**config.mk**
```make
export PLATFORM = sky130hd
export DESIGN_NAME = multi_state_transmitter
export DESIGN_NICKNAME = d
export VERILOG_FILES = /design/src/rtl/multi_state_transmitter.sv
export SDC_FILE = /design/constraint.sdc
export NUM_CORES = 1
export LEC_CHECK = 0
export ABC_AREA = 1
export BUFFER_PORTS_ARGS = -buffer_cell sky130_fd_sc_hd__buf_2
export CELL_PAD_IN_SITES_DETAIL_PLACEMENT = 0
export CELL_PAD_IN_SITES_GLOBAL_PLACEMENT = 1
export CORE_MARGIN = 3
export CORE_UTILIZATION = 40
export CTS_CLUSTER_DIAMETER = 150
export DETAILED_ROUTE_END_ITERATION = 8
export PLACE_DENSITY = 0.8
export SYNTH_ARGS = -nofsm -noshare
export SYNTH_HDL_FRONTEND = slang
export SYNTH_SLANG_ARGS = --single-unit
```
**constraint.sdc**
```tcl
create_clock -name clk_pixel_in -period 1.5 [get_ports clk_pixel_in]
set_clock_uncertainty 0.05 [all_clocks]
set_input_delay 0.45 -clock clk_pixel_in [delete_from_list [all_inputs] [get_ports clk_pixel_in]]
set_output_delay 0.45 -clock clk_pixel_in [all_outputs]
set_load 0.02 [all_outputs]
```
**src/rtl/multi_state_transmitter.sv**
```systemverilog
// Latches NUM_FIELDS state fields, frames them as {seq, fields, even parity}
// and serialises the frame MSB-first over a select/clock/data link.
module multi_state_transmitter #(
  parameter int NUM_FIELDS     = 2,
  parameter int FIELD_WIDTH    = 16,
  parameter int SEQ_WIDTH      = 4,
  parameter int DATA_PERIOD    = 100,
  parameter int GAP_CYCLES     = 2,
  parameter int REQUIRE_ALL    = 1,
  parameter int RESEND_TIMEOUT = 0
) (
  input  logic                              clk_pixel_in,
  input  logic                              rst_n_in,
  input  logic [NUM_FIELDS*FIELD_WIDTH-1:0] field_in,
  input  logic [NUM_FIELDS-1:0]             field_valid_in,
  output logic                              data_out,
  output logic                              data_clk_out,
  output logic                              sel_out,
  output logic                              busy_out,
  output logic                              frame_sent_out,
  output logic [SEQ_WIDTH-1:0]              seq_out
);

  localparam int STORE_WIDTH = NUM_FIELDS * FIELD_WIDTH;
  localparam int FRAME_WIDTH = SEQ_WIDTH + STORE_WIDTH + 1;
  localparam int PHASE_W     = $clog2(DATA_PERIOD);
  localparam int BIT_W       = $clog2(FRAME_WIDTH);
  localparam int GAP_W       = (GAP_CYCLES > 1) ? $clog2(GAP_CYCLES) : 1;
  localparam int IDLE_W      = (RESEND_TIMEOUT > 0) ? $clog2(RESEND_TIMEOUT + 1) : 1;

  localparam logic [PHASE_W-1:0] PHASE_LAST = PHASE_W'(DATA_PERIOD - 1);
  localparam logic [PHASE_W-1:0] PHASE_HALF = PHASE_W'(DATA_PERIOD / 2);
  localparam logic [BIT_W-1:0]   BIT_LAST   = BIT_W'(FRAME_WIDTH - 1);
  localparam logic [GAP_W-1:0]   GAP_LAST   = GAP_W'(GAP_CYCLES - 1);
  localparam logic [IDLE_W-1:0]  IDLE_LIMIT = IDLE_W'(RESEND_TIMEOUT);

  typedef enum logic [1:0] {
    ST_IDLE  = 2'd0,
    ST_SHIFT = 2'd1,
    ST_GAP   = 2'd2
  } state_t;

  state_t                   state_reg, state_next;
  logic [STORE_WIDTH-1:0]   store_reg, store_next;
  logic [NUM_FIELDS-1:0]    fresh_reg, fresh_next;
  logic                     sent_once_reg, sent_once_next;
  logic [FRAME_WIDTH-1:0]   shift_reg, shift_next;
  logic [PHASE_W-1:0]       phase_reg, phase_next;
  logic [BIT_W-1:0]         bit_reg, bit_next;
  logic [GAP_W-1:0]         gap_reg, gap_next;
  logic [IDLE_W-1:0]        idle_reg, idle_next;
  logic [SEQ_WIDTH-1:0]     seq_reg, seq_next;

  logic                     data_reg, data_next;
  logic                     data_clk_reg, data_clk_next;
  logic                     sel_reg, sel_next;
  logic                     busy_reg, busy_next;
  logic                     frame_sent_reg, frame_sent_next;

  logic                     fresh_trig;
  logic                     resend_trig;
  logic                     load;
  logic                     bit_wrap;
  logic                     frame_done;
  logic [FRAME_WIDTH-1:0]   frame_word;

  assign fresh_trig  = (REQUIRE_ALL != 0) ? (&fresh_reg) : (|fresh_reg);
  assign resend_trig = (RESEND_TIMEOUT > 0) && sent_once_reg && (idle_reg == IDLE_LIMIT);
  assign load        = (state_reg == ST_IDLE) && (fresh_trig || resend_trig);
  assign bit_wrap    = (state_reg == ST_SHIFT) && (phase_reg == PHASE_LAST);
  assign frame_done  = bit_wrap && (bit_reg == BIT_LAST);
  assign frame_word  = {seq_reg, store_reg, ^{seq_reg, store_reg}};

  // A strobe in the load cycle wins over the clear: its data belongs to the next frame.
  genvar gi;
  generate
    for (gi = 0; gi < NUM_FIELDS; gi++) begin : g_field
      assign store_next[gi*FIELD_WIDTH +: FIELD_WIDTH] =
        field_valid_in[gi] ? field_in[gi*FIELD_WIDTH +: FIELD_WIDTH]
                           : store_reg[gi*FIELD_WIDTH +: FIELD_WIDTH];
      assign fresh_next[gi] = field_valid_in[gi] | (fresh_reg[gi] & ~load);
    end
  endgenerate

  // State register
  always_ff @(posedge clk_pixel_in or negedge rst_n_in) begin
    if (!rst_n_in) begin
      state_reg <= ST_IDLE;
    end else begin
      state_reg <= state_next;
    end
  end

  // Next-state logic
  always_comb begin
    state_next = state_reg;
    case (state_reg)
      ST_IDLE:  if (load)              state_next = ST_SHIFT;
      ST_SHIFT: if (frame_done)        state_next = ST_GAP;
      ST_GAP:   if (gap_reg == GAP_LAST) state_next = ST_IDLE;
      default:                         state_next = ST_IDLE;
    endcase
  end

  // Datapath: shift register, bit timing, gap/idle counters, sequence number
  always_comb begin
    shift_next     = shift_reg;
    phase_next     = phase_reg;
    bit_next       = bit_reg;
    gap_next       = '0;
    idle_next      = '0;
    seq_next       = seq_reg;
    sent_once_next = sent_once_reg;
    case (state_reg)
      ST_IDLE: begin
        if (load) begin
          shift_next = frame_word;
          phase_next = '0;
          bit_next   = '0;
        end else if (idle_reg != IDLE_LIMIT) begin
          idle_next = idle_reg + 1'b1;
        end else begin
          idle_next = idle_reg;
        end
      end
      ST_SHIFT: begin
        if (bit_wrap) begin
          phase_next = '0;
          shift_next = {shift_reg[FRAME_WIDTH-2:0], 1'b0};
          bit_next   = bit_reg + 1'b1;
        end else begin
          phase_next = phase_reg + 1'b1;
        end
        if (frame_done) begin
          seq_next       = seq_reg + 1'b1;
          sent_once_next = 1'b1;
        end
      end
      ST_GAP: begin
        gap_next = (gap_reg == GAP_LAST) ? '0 : gap_reg + 1'b1;
      end
      default: begin
        gap_next = '0;
      end
    endcase
  end

  // Output logic, computed from next-state values so every output is a flop
  always_comb begin
    data_next       = 1'b0;
    data_clk_next   = 1'b0;
    sel_next        = 1'b1;
    busy_next       = (state_next != ST_IDLE);
    frame_sent_next = frame_done;
    if (state_next == ST_SHIFT) begin
      sel_next      = 1'b0;
      data_next     = shift_next[FRAME_WIDTH-1];
      data_clk_next = (phase_next >= PHASE_HALF);
    end
  end

  always_ff @(posedge clk_pixel_in or negedge rst_n_in) begin
    if (!rst_n_in) begin
      store_reg      <= '0;
      fresh_reg      <= '0;
      sent_once_reg  <= 1'b0;
      shift_reg      <= '0;
      phase_reg      <= '0;
      bit_reg        <= '0;
      gap_reg        <= '0;
      idle_reg       <= '0;
      seq_reg        <= '0;
      data_reg       <= 1'b0;
      data_clk_reg   <= 1'b0;
      sel_reg        <= 1'b1;
      busy_reg       <= 1'b0;
      frame_sent_reg <= 1'b0;
    end else begin
      store_reg      <= store_next;
      fresh_reg      <= fresh_next;
      sent_once_reg  <= sent_once_next;
      shift_reg      <= shift_next;
      phase_reg      <= phase_next;
      bit_reg        <= bit_next;
      gap_reg        <= gap_next;
      idle_reg       <= idle_next;
      seq_reg        <= seq_next;
      data_reg       <= data_next;
      data_clk_reg   <= data_clk_next;
      sel_reg        <= sel_next;
      busy_reg       <= busy_next;
      frame_sent_reg <= frame_sent_next;
    end
  end

  assign data_out       = data_reg;
  assign data_clk_out   = data_clk_reg;
  assign sel_out        = sel_reg;
  assign busy_out       = busy_reg;
  assign frame_sent_out = frame_sent_reg;
  assign seq_out        = seq_reg;

endmodule

```
==> results.rst, run 1 <==
.. list-table::
   :header-rows: 1

   * - Metric
     - Value
   * - Outcome
     - complete, but fails checks
   * - Violated checks
     - negative setup slack
   * - Area taken by multi-input logic gates
     - 2240 um^2
   * - Data required, critical path
     - ~1.7 ns
   * - Arrival time at the worst endpoint
     - ~1.8 ns
   * - Length of routed met3 wiring
     - between 300 and 400 um
   * - Nets
     - around 750
   * - Initial Utilization
     - 41.4%
   * - Highest routing layer actually used
     - met4
   * - Distinct cell type count after synthesis
     - 31
   * - Met1 Wirelength
     - 5020 um
   * - Crit path from
     - state_reg[1]
   * - H-tree Lvls
     - 3
   * - Lkg Pwr
     - 0.00323 uW
   * - Area grow syn2layout
     - 31.5%
   * - Port bufs
     - 44
   * - Vias in the first global route
     - around 3900
   * - Seq/Total Area, Yosys
     - about 50%
   * - Number of flops mapped to enable cells by yosys
     - 0
   * - Antenna violations before repair
     - 0
   * - CTS Root Buffer Type
     - sky130_fd_sc_hd__clkbuf_16
   * - Endpoint with the worst hold slack
     - store_reg[6]
   * - Netlist Area Pre-Place
     - roughly 4800 um^2
   * - Number of vias after detailed routing
     - 4119
   * - Largest register FFs
     - 37
   * - FF/Latch Area
     - approximately 2400 um^2
   * - Path category of the worst min-delay check
     - input port to flop
   * - Share of the synthesized area in the top cell type
     - between 40% and 50%
   * - Largest incremental delay on the critical path
     - between 0.4 and 0.5 ns
   * - Clock latency at the later pin of the worst-skew pair
     - approximately 0.35 ns
   * - Most used standard cell by instance count after synthesis
     - sky130_fd_sc_hd__nand2_1
   * - Gr usage total
     - 16.9%
   * - Dominant register cell in the synthesized netlist
     - sky130_fd_sc_hd__dfrtp_1
   * - Mean post-synth cell area
     - just under 8 um^2
   * - R2r worst-path depth
     - 10
   * - Worst setup SP type
     - flop
   * - Fmax
     - ~620 MHz
   * - Number of buffers created by CTS
     - 9
   * - Hold slack
     - about 0.26 ns
   * - Area of placed instances
     - 5550 um^2
   * - Worst-Margin Slew
     - a little under 0.5 ns
   * - Cell area after layout
     - 6300 um^2
   * - Start of the worst register-to-register path
     - state_reg[1]
   * - Number of antenna repair diodes
     - 0
   * - Number of ports placed on the die boundary
     - 45
   * - Least setup slack across all paths after layout
     - -0.100 ns
   * - First-pass GRT wire length
     - between 15000 and 20000 um
   * - Reg-to-reg slack, setup
     - -0.10 ns
   * - Max Root-Sink Buffers
     - 2
   * - Global route total overflow
     - 0
   * - Core Area
     - ~12000 um^2
   * - Worst-case headroom to the max-slew limit
     - between 60 and 70%
   * - Total of endpoints with negative setup slack in the final report
     - 45
   * - Hold Vio Cnt, Final
     - 0
   * - Capture instance of the worst register-to-register path
     - bit_reg[5]
   * - Type of the worst setup path
     - flop to flop
   * - Worst path most repeated cell
     - sky130_fd_sc_hd__nand2_4
   * - Height of the die
     - around 120 um
   * - Minimum setup slack after placement
     - -0.0722 ns
   * - Clock slew seen by the registers of the worst setup and hold paths
     - 0.07 ns
   * - Routed WL per cell
     - around 13 um
   * - Shortest clock period the worst path allows after layout
     - around 1.6 ns
   * - Wire length on met2
     - ~5300 um
   * - Slowest stage cell, crit path
     - sky130_fd_sc_hd__dfrtp_2
   * - RSZ-0062 raised after global routing
     - true
   * - CP Max Fanout
     - 5
   * - Part of the cycle the worst path needs
     - 107%
   * - Number of cells on the worst hold path
     - 3
   * - Via count normalized by instance count
     - 4.78
   * - TritonCTS clock tree
     - done
   * - Placement Rows
     - 39
   * - Fillers
     - 1096
   * - # DRC
     - 0
   * - Total Die Area
     - between 10000 and 15000 um^2
   * - Max Cap Viol
     - 0
   * - Antenna violation net count after detailed routing
     - 0
   * - Layout cells sized above 1
     - 31.1%
   * - Largest vdd supply drop
     - roughly 700 uV
   * - Net count of the mapped netlist
     - 650
   * - Total power draw
     - around 7500 uW
   * - Start point of the worst hold path
     - field_in[6]
   * - Total power density per cell area
     - ~1200 nW/um^2
   * - Most frequent cells after synthesis
     - 263 x sky130_fd_sc_hd__nand2_1, 95 x sky130_fd_sc_hd__dfrtp_1, 67 x sky130_fd_sc_hd__inv_1, 37 x sky130_fd_sc_hd__o21ai_0, 34 x sky130_fd_sc_hd__o211ai_1
   * - Final wirelength
     - 10800 um
   * - Cells taking the most area after synthesis
     - sky130_fd_sc_hd__dfrtp_1 50%, sky130_fd_sc_hd__nand2_1 21%, sky130_fd_sc_hd__o211ai_1 5.3%
   * - Syn Inst Count
     - slightly above 600
   * - Global placer's final weighted congestion
     - about 0.81
   * - Pin count of the biggest net entering global routing
     - 34
   * - First-pass iteration count of the detailed router
     - 4
   * - Number of flip-flops and latches in the synthesized netlist
     - 96
   * - Cells traversed along the worst timing path
     - inv_2 > nand2_4 > nor3_4 > nand2_4 > nand2_4 > nand2_4 > nor2_4 > nand2_2 > o21ai_2 > a21oi_2
   * - Clock sink total
     - 96
   * - Largest area contributor in the netlist
     - sky130_fd_sc_hd__dfrtp_1
   * - First DRT Iteration DRCs
     - about 210
   * - Endpoint class of the critical path
     - flop
   * - Warnings from Yosys
     - 0
   * - Die width
     - 115 um
   * - Max-slew violations
     - 0
   * - DP Wirelength
     - about 7400 um
   * - Post-synthesis async set-or-reset flop share
     - between 90% and 100%
## worst max-delay path by stage
stage | to | slack (ns) | cells past startpoint
2_1_floorplan | bit_reg[5] | -0.004 | 10
3_3_place_gp | data_clk_out | -0.07 | 10
3_5_place_dp | data_clk_out | -0.07 | 10
4_1_cts | shift_reg[0] | -0.06 | 14
5_1_grt | shift_reg[0] | -0.19 | 14
6_report | bit_reg[5] | -0.10 | 10
## metrics by stage
stage          std cells  util (%)  setup TNS [ns]
3_5_place_dp         828      48.0          -0.979
4_1_cts              848      51.4          -0.734
5_1_grt              861      54.4           -6.92
6_report             861      54.4           -2.36
2_1_floorplan        610         -        -0.00415
3_3_place_gp         828      48.0          -0.113
## cell usage in the layout, fill, tap and decap left out, types with 2 or more instances in the layout
cell / instances
sky130_fd_sc_hd__o21ai_2: 2
sky130_fd_sc_hd__clkbuf_1: 2
sky130_fd_sc_hd__clkbuf_16: 10
sky130_fd_sc_hd__clkbuf_8: 2
sky130_fd_sc_hd__nand2_1: 224
sky130_fd_sc_hd__o21ai_0: 36
sky130_fd_sc_hd__nor3_1: 3
sky130_fd_sc_hd__nand4_1: 2
sky130_fd_sc_hd__xor2_1: 10
sky130_fd_sc_hd__dfrtp_2: 5
sky130_fd_sc_hd__a21o_1: 2
sky130_fd_sc_hd__o211ai_1: 34
sky130_fd_sc_hd__buf_2: 39
sky130_fd_sc_hd__nor2_4: 6
sky130_fd_sc_hd__nand3_1: 13
sky130_fd_sc_hd__nand2_4: 7
sky130_fd_sc_hd__inv_2: 20
sky130_fd_sc_hd__ha_1: 3
sky130_fd_sc_hd__nor2_1: 10
sky130_fd_sc_hd__xnor2_1: 6
sky130_fd_sc_hd__a21oi_1: 3
sky130_fd_sc_hd__buf_12: 7
sky130_fd_sc_hd__a21oi_2: 4
sky130_fd_sc_hd__nor2_2: 6
sky130_fd_sc_hd__nor3_4: 2
sky130_fd_sc_hd__dfrtp_1: 90
sky130_fd_sc_hd__clkinv_2: 2
sky130_fd_sc_hd__inv_1: 51
sky130_fd_sc_hd__buf_4: 58
sky130_fd_sc_hd__nand2_2: 37
sky130_fd_sc_hd__buf_6: 6
## cells by family after synthesis
logic type / count (synthesis) / synth area share, %
buf+inv: 93 / 7.97
compound gates: 87 / 11.3
simple gates: 313 / 26.4
fa+ha+maj: 4 / 1.05
xor+xnor: 17 / 3.11
flops: 96 / 50.2
## where the power goes
part / total, uW / switching [uW] / internal (uW)
combinational: 1850 / 1010 / 839
sequential: 3270 / 294 / 2980
clock: 2330 / 953 / 1380
total: 7450 / 2260 / 5200
## per-layer routing
layer / up-vias / global-route usage, %
li1: 2127 / -
met1: 1925 / 22.5
met2: 59 / 28.4
met3: 8 / 4.28
met4: 0 / 3.05
met5: - / 0
## critical path, delay by kind of cell, from the launching register on
family | cells | cell delay (ns)
compound gates | 2 | 0.20
buf+inv | 1 | 0.08
flops | 1 | 0.42
simple gates | 7 | 0.74
## repair_timing
action	4_1_cts	5_1_grt
hold buffers	1	0
gates resized for setup	24	82
setup buffers	4	12
pin swaps	8	33
cloned	0	1
endpoints found under the setup margin	45	52
endpoints found under the hold margin	20	0
## layout make-up
| type | instances | share of cell area [%] |
|---|---|---|
| Clock inverter | 3 | 0.636 |
| Inverter | 73 | 4.67 |
| Multi-Input combinational cell | 421 | 35.6 |
| Tap cell | 143 | 2.84 |
| Clock buffer | 13 | 4.13 |
| Timing Repair Buffer | 112 | 13.9 |
| Sequential cell | 96 | 38.3 |
No activity file was read; power rests on OpenSTA's default activity.
==> inputs of run 2 (changes only) <==
--- a/config.mk
+++ b/config.mk
@@ -14,6 +14,7 @@
 export CTS_CLUSTER_DIAMETER = 150
 export DETAILED_ROUTE_END_ITERATION = 8
 export PLACE_DENSITY = 0.8
+export REMOVE_ABC_BUFFERS = 1
 export SYNTH_ARGS = -nofsm -noshare
 export SYNTH_HDL_FRONTEND = slang
 export SYNTH_SLANG_ARGS = --single-unit
==> results.rst, run 2 (synthesized netlist as in run 1, its figures left out) <==
.. list-table::
   :header-rows: 1

   * - Metric
     - Value
   * - Largest vdd supply drop
     - 745 uV
   * - Number of vias after detailed routing
     - roughly 4200
   * - Gr usage total
     - between 10% and 20%
   * - Total power density per cell area
     - between 1000 and 1500 nW/um^2
   * - Max Root-Sink Buffers
     - 2
   * - Antenna violations before repair
     - 0
   * - First-pass GRT wire length
     - roughly 19000 um
   * - Most frequent standard cell in the layout excluding fill and tap cells
     - sky130_fd_sc_hd__nand2_1
   * - Number of antenna repair diodes
     - 0
   * - Core Area
     - 11600 um^2
   * - Fmax
     - 616 MHz
   * - Endpoint class of the critical path
     - flop
   * - Path category of the worst min-delay check
     - input port to async pin
   * - First DRT Iteration DRCs
     - ~160
   * - Met2 usage in global routing
     - approximately 30%
   * - Lkg Pwr
     - roughly 0.0033 uW
   * - Area of placed instances
     - between 5000 and 6000 um^2
   * - Part of the cycle the worst path needs
     - 108%
   * - CTS Root Buffer Type
     - sky130_fd_sc_hd__clkbuf_16
   * - Data required, critical path
     - approximately 1.7 ns
   * - DP Wirelength
     - 7290 um
   * - Met1 usage in global routing
     - between 20 and 25%
   * - TritonCTS clock tree
     - done
   * - Placement Rows
     - 39
   * - Hold Vio Cnt, Final
     - 0
   * - Worst setup SP type
     - flop
   * - Least setup slack across all paths after layout
     - -0.122 ns
   * - Type of the worst setup path
     - flop to flop
   * - Number of ports placed on the die boundary
     - 45
   * - Initial Utilization
     - 41.4%
   * - Area grow syn2layout
     - 35.2%
   * - CP Max Fanout
     - 7
   * - Worst-Margin Slew
     - 0.497 ns
   * - Arrival time at the worst endpoint
     - around 1.8 ns
   * - Violated checks
     - negative setup slack
   * - Max Cap Viol
     - 0
   * - Routed WL per cell
     - around 13 um
   * - Largest register FFs
     - 37
   * - Minimum setup slack after placement
     - -0.109 ns
   * - Shortest clock period the worst path allows after layout
     - 1.62 ns
   * - Vias in the first global route
     - between 4000 and 5000
   * - Clock sink total
     - between 90 and 100
   * - Number of buffers created by CTS
     - 9
   * - # DRC
     - 0
   * - Port bufs
     - 44
   * - Total of endpoints with negative setup slack in the final report
     - between 40 and 50
   * - Outcome
     - complete, but fails checks
   * - Layout cells sized above 1
     - ~32%
   * - First-pass iteration count of the detailed router
     - 4
   * - Global route total overflow
     - 0
   * - Cell area after layout
     - between 6000 and 7000 um^2
   * - H-tree Lvls
     - 3
   * - Via count normalized by instance count
     - slightly below 5
   * - Clock slew seen by the registers of the worst setup and hold paths
     - 0.07 ns
   * - Highest-utilization routing layer at the global route stage
     - met2
   * - Worst-case headroom to the max-slew limit
     - between 60 and 70%
   * - Antenna violation net count after detailed routing
     - 0
   * - FF/Latch Area
     - 2410 um^2
   * - Height of the die
     - ~120 um
   * - Max-slew violations
     - 0
   * - Met3 capacity usage during global routing
     - ~3.7%
   * - Die width
     - roughly 120 um
   * - Highest-count cells in the layout ignoring fill and taps
     - 213 x sky130_fd_sc_hd__nand2_1, 90 x sky130_fd_sc_hd__dfrtp_1, 59 x sky130_fd_sc_hd__inv_1
   * - Nets
     - 752
   * - Pin count of the biggest net entering global routing
     - between 50 and 60
   * - RSZ-0062 raised after global routing
     - true
   * - Total Die Area
     - approximately 13000 um^2
   * - Fillers
     - about 1100
   * - Clock latency at the later pin of the worst-skew pair
     - ~0.35 ns
   * - Global placer's final weighted congestion
     - a little over 0.8
   * - Total power draw
     - between 7000 and 8000 uW
   * - Final wirelength
     - 11500 um
   * - Area taken by multi-input logic gates
     - roughly 2300 um^2
==> run 2: changes by cell type in the layout (fill, tap and decap cells not counted), sizes merged <==
cell,change
bufinv,-1
clkinvlp,+4
inv,-1
clkbuf,+1
buf,-3
dlygate4sd3,-1
==> run 2: what timing repair did <==
action                                 CTS  global route
hold buffers                             0             0
gates resized for setup                 43            89
setup endpoints to repair               49            55
setup buffers                           11             6
pin swaps                               13            24
cloned                                   0             4
endpoints found under the hold margin    0             0
==> run 2: through the flow <==
| step | util, % | std cells | setup TNS (ns) | hold slack (ns) |
|---|---|---|---|---|
| after global placement | 47.9 | 824 | -0.376 | 0.411 |
| after floorplan | - | 590 | -19.28 | 0.104 |
| after global routing | 56.0 | 860 | -6.19 | 0.0408 |
| after CTS | 52.1 | 851 | -0.593 | 0.0314 |
| after detailed placement | 47.9 | 824 | -2.48 | 0.409 |
| final | 56.0 | 860 | -2.62 | 0.0236 |
==> run 2: metal layers <==
layer / routed length (um) / up-vias
met1: 5150 / 1986
li1: - / 2127
met4: 168 / 0
met2: 5820 / 51
met3: 398 / 15
met5: 0 / -
==> run 2: area by class of cell <==
class                           instances  share of cell area (%)
Timing Repair Buffer                  111                    14.9
Multi-Input combinational cell        421                    36.2
Clock buffer                           11                    3.75
Sequential cell                        96                    37.2
Clock inverter                          5                   0.503
Tap cell                              143                    2.76
Inverter                               73                    4.64
==> run 2: worst max-delay path, cell delays in order, from the launching register on <==
cell and delay (ns):
sky130_fd_sc_hd__dfrtp_1 0.37, sky130_fd_sc_hd__ha_2 0.20, sky130_fd_sc_hd__nand2_2 0.07, sky130_fd_sc_hd__nor2_4 0.09
sky130_fd_sc_hd__nand2_4 0.11, sky130_fd_sc_hd__nand2_8 0.14, sky130_fd_sc_hd__nand2_4 0.07, sky130_fd_sc_hd__nor2_4 0.13
sky130_fd_sc_hd__nand2_2 0.07, sky130_fd_sc_hd__o21ai_2 0.14, sky130_fd_sc_hd__a21oi_1 0.05
==> run 2: power by group <==
part           leakage [uW]  switching (uW)  internal [uW]
clock network      0.000128             980           1160
registers           0.00120             322           2980
logic               0.00195            1000            926
total               0.00328            2300           5070
==> run 2: path summary, 6_finish.rpt <==
check                                end  depth (start not counted)    startpoint  slack [ns]
max                           bit_reg[5]                         10  phase_reg[1]       -0.12
min                        store_reg[24]                          2      rst_n_in        0.02
max reg2reg                   bit_reg[5]                         10  phase_reg[1]       -0.12
min reg2reg                 fresh_reg[1]                          1  fresh_reg[1]        0.45
max in group asynchronous        sel_out                          2      rst_n_in        1.07
min in group clk_pixel_in  store_reg[19]                          3  field_in[19]        0.25
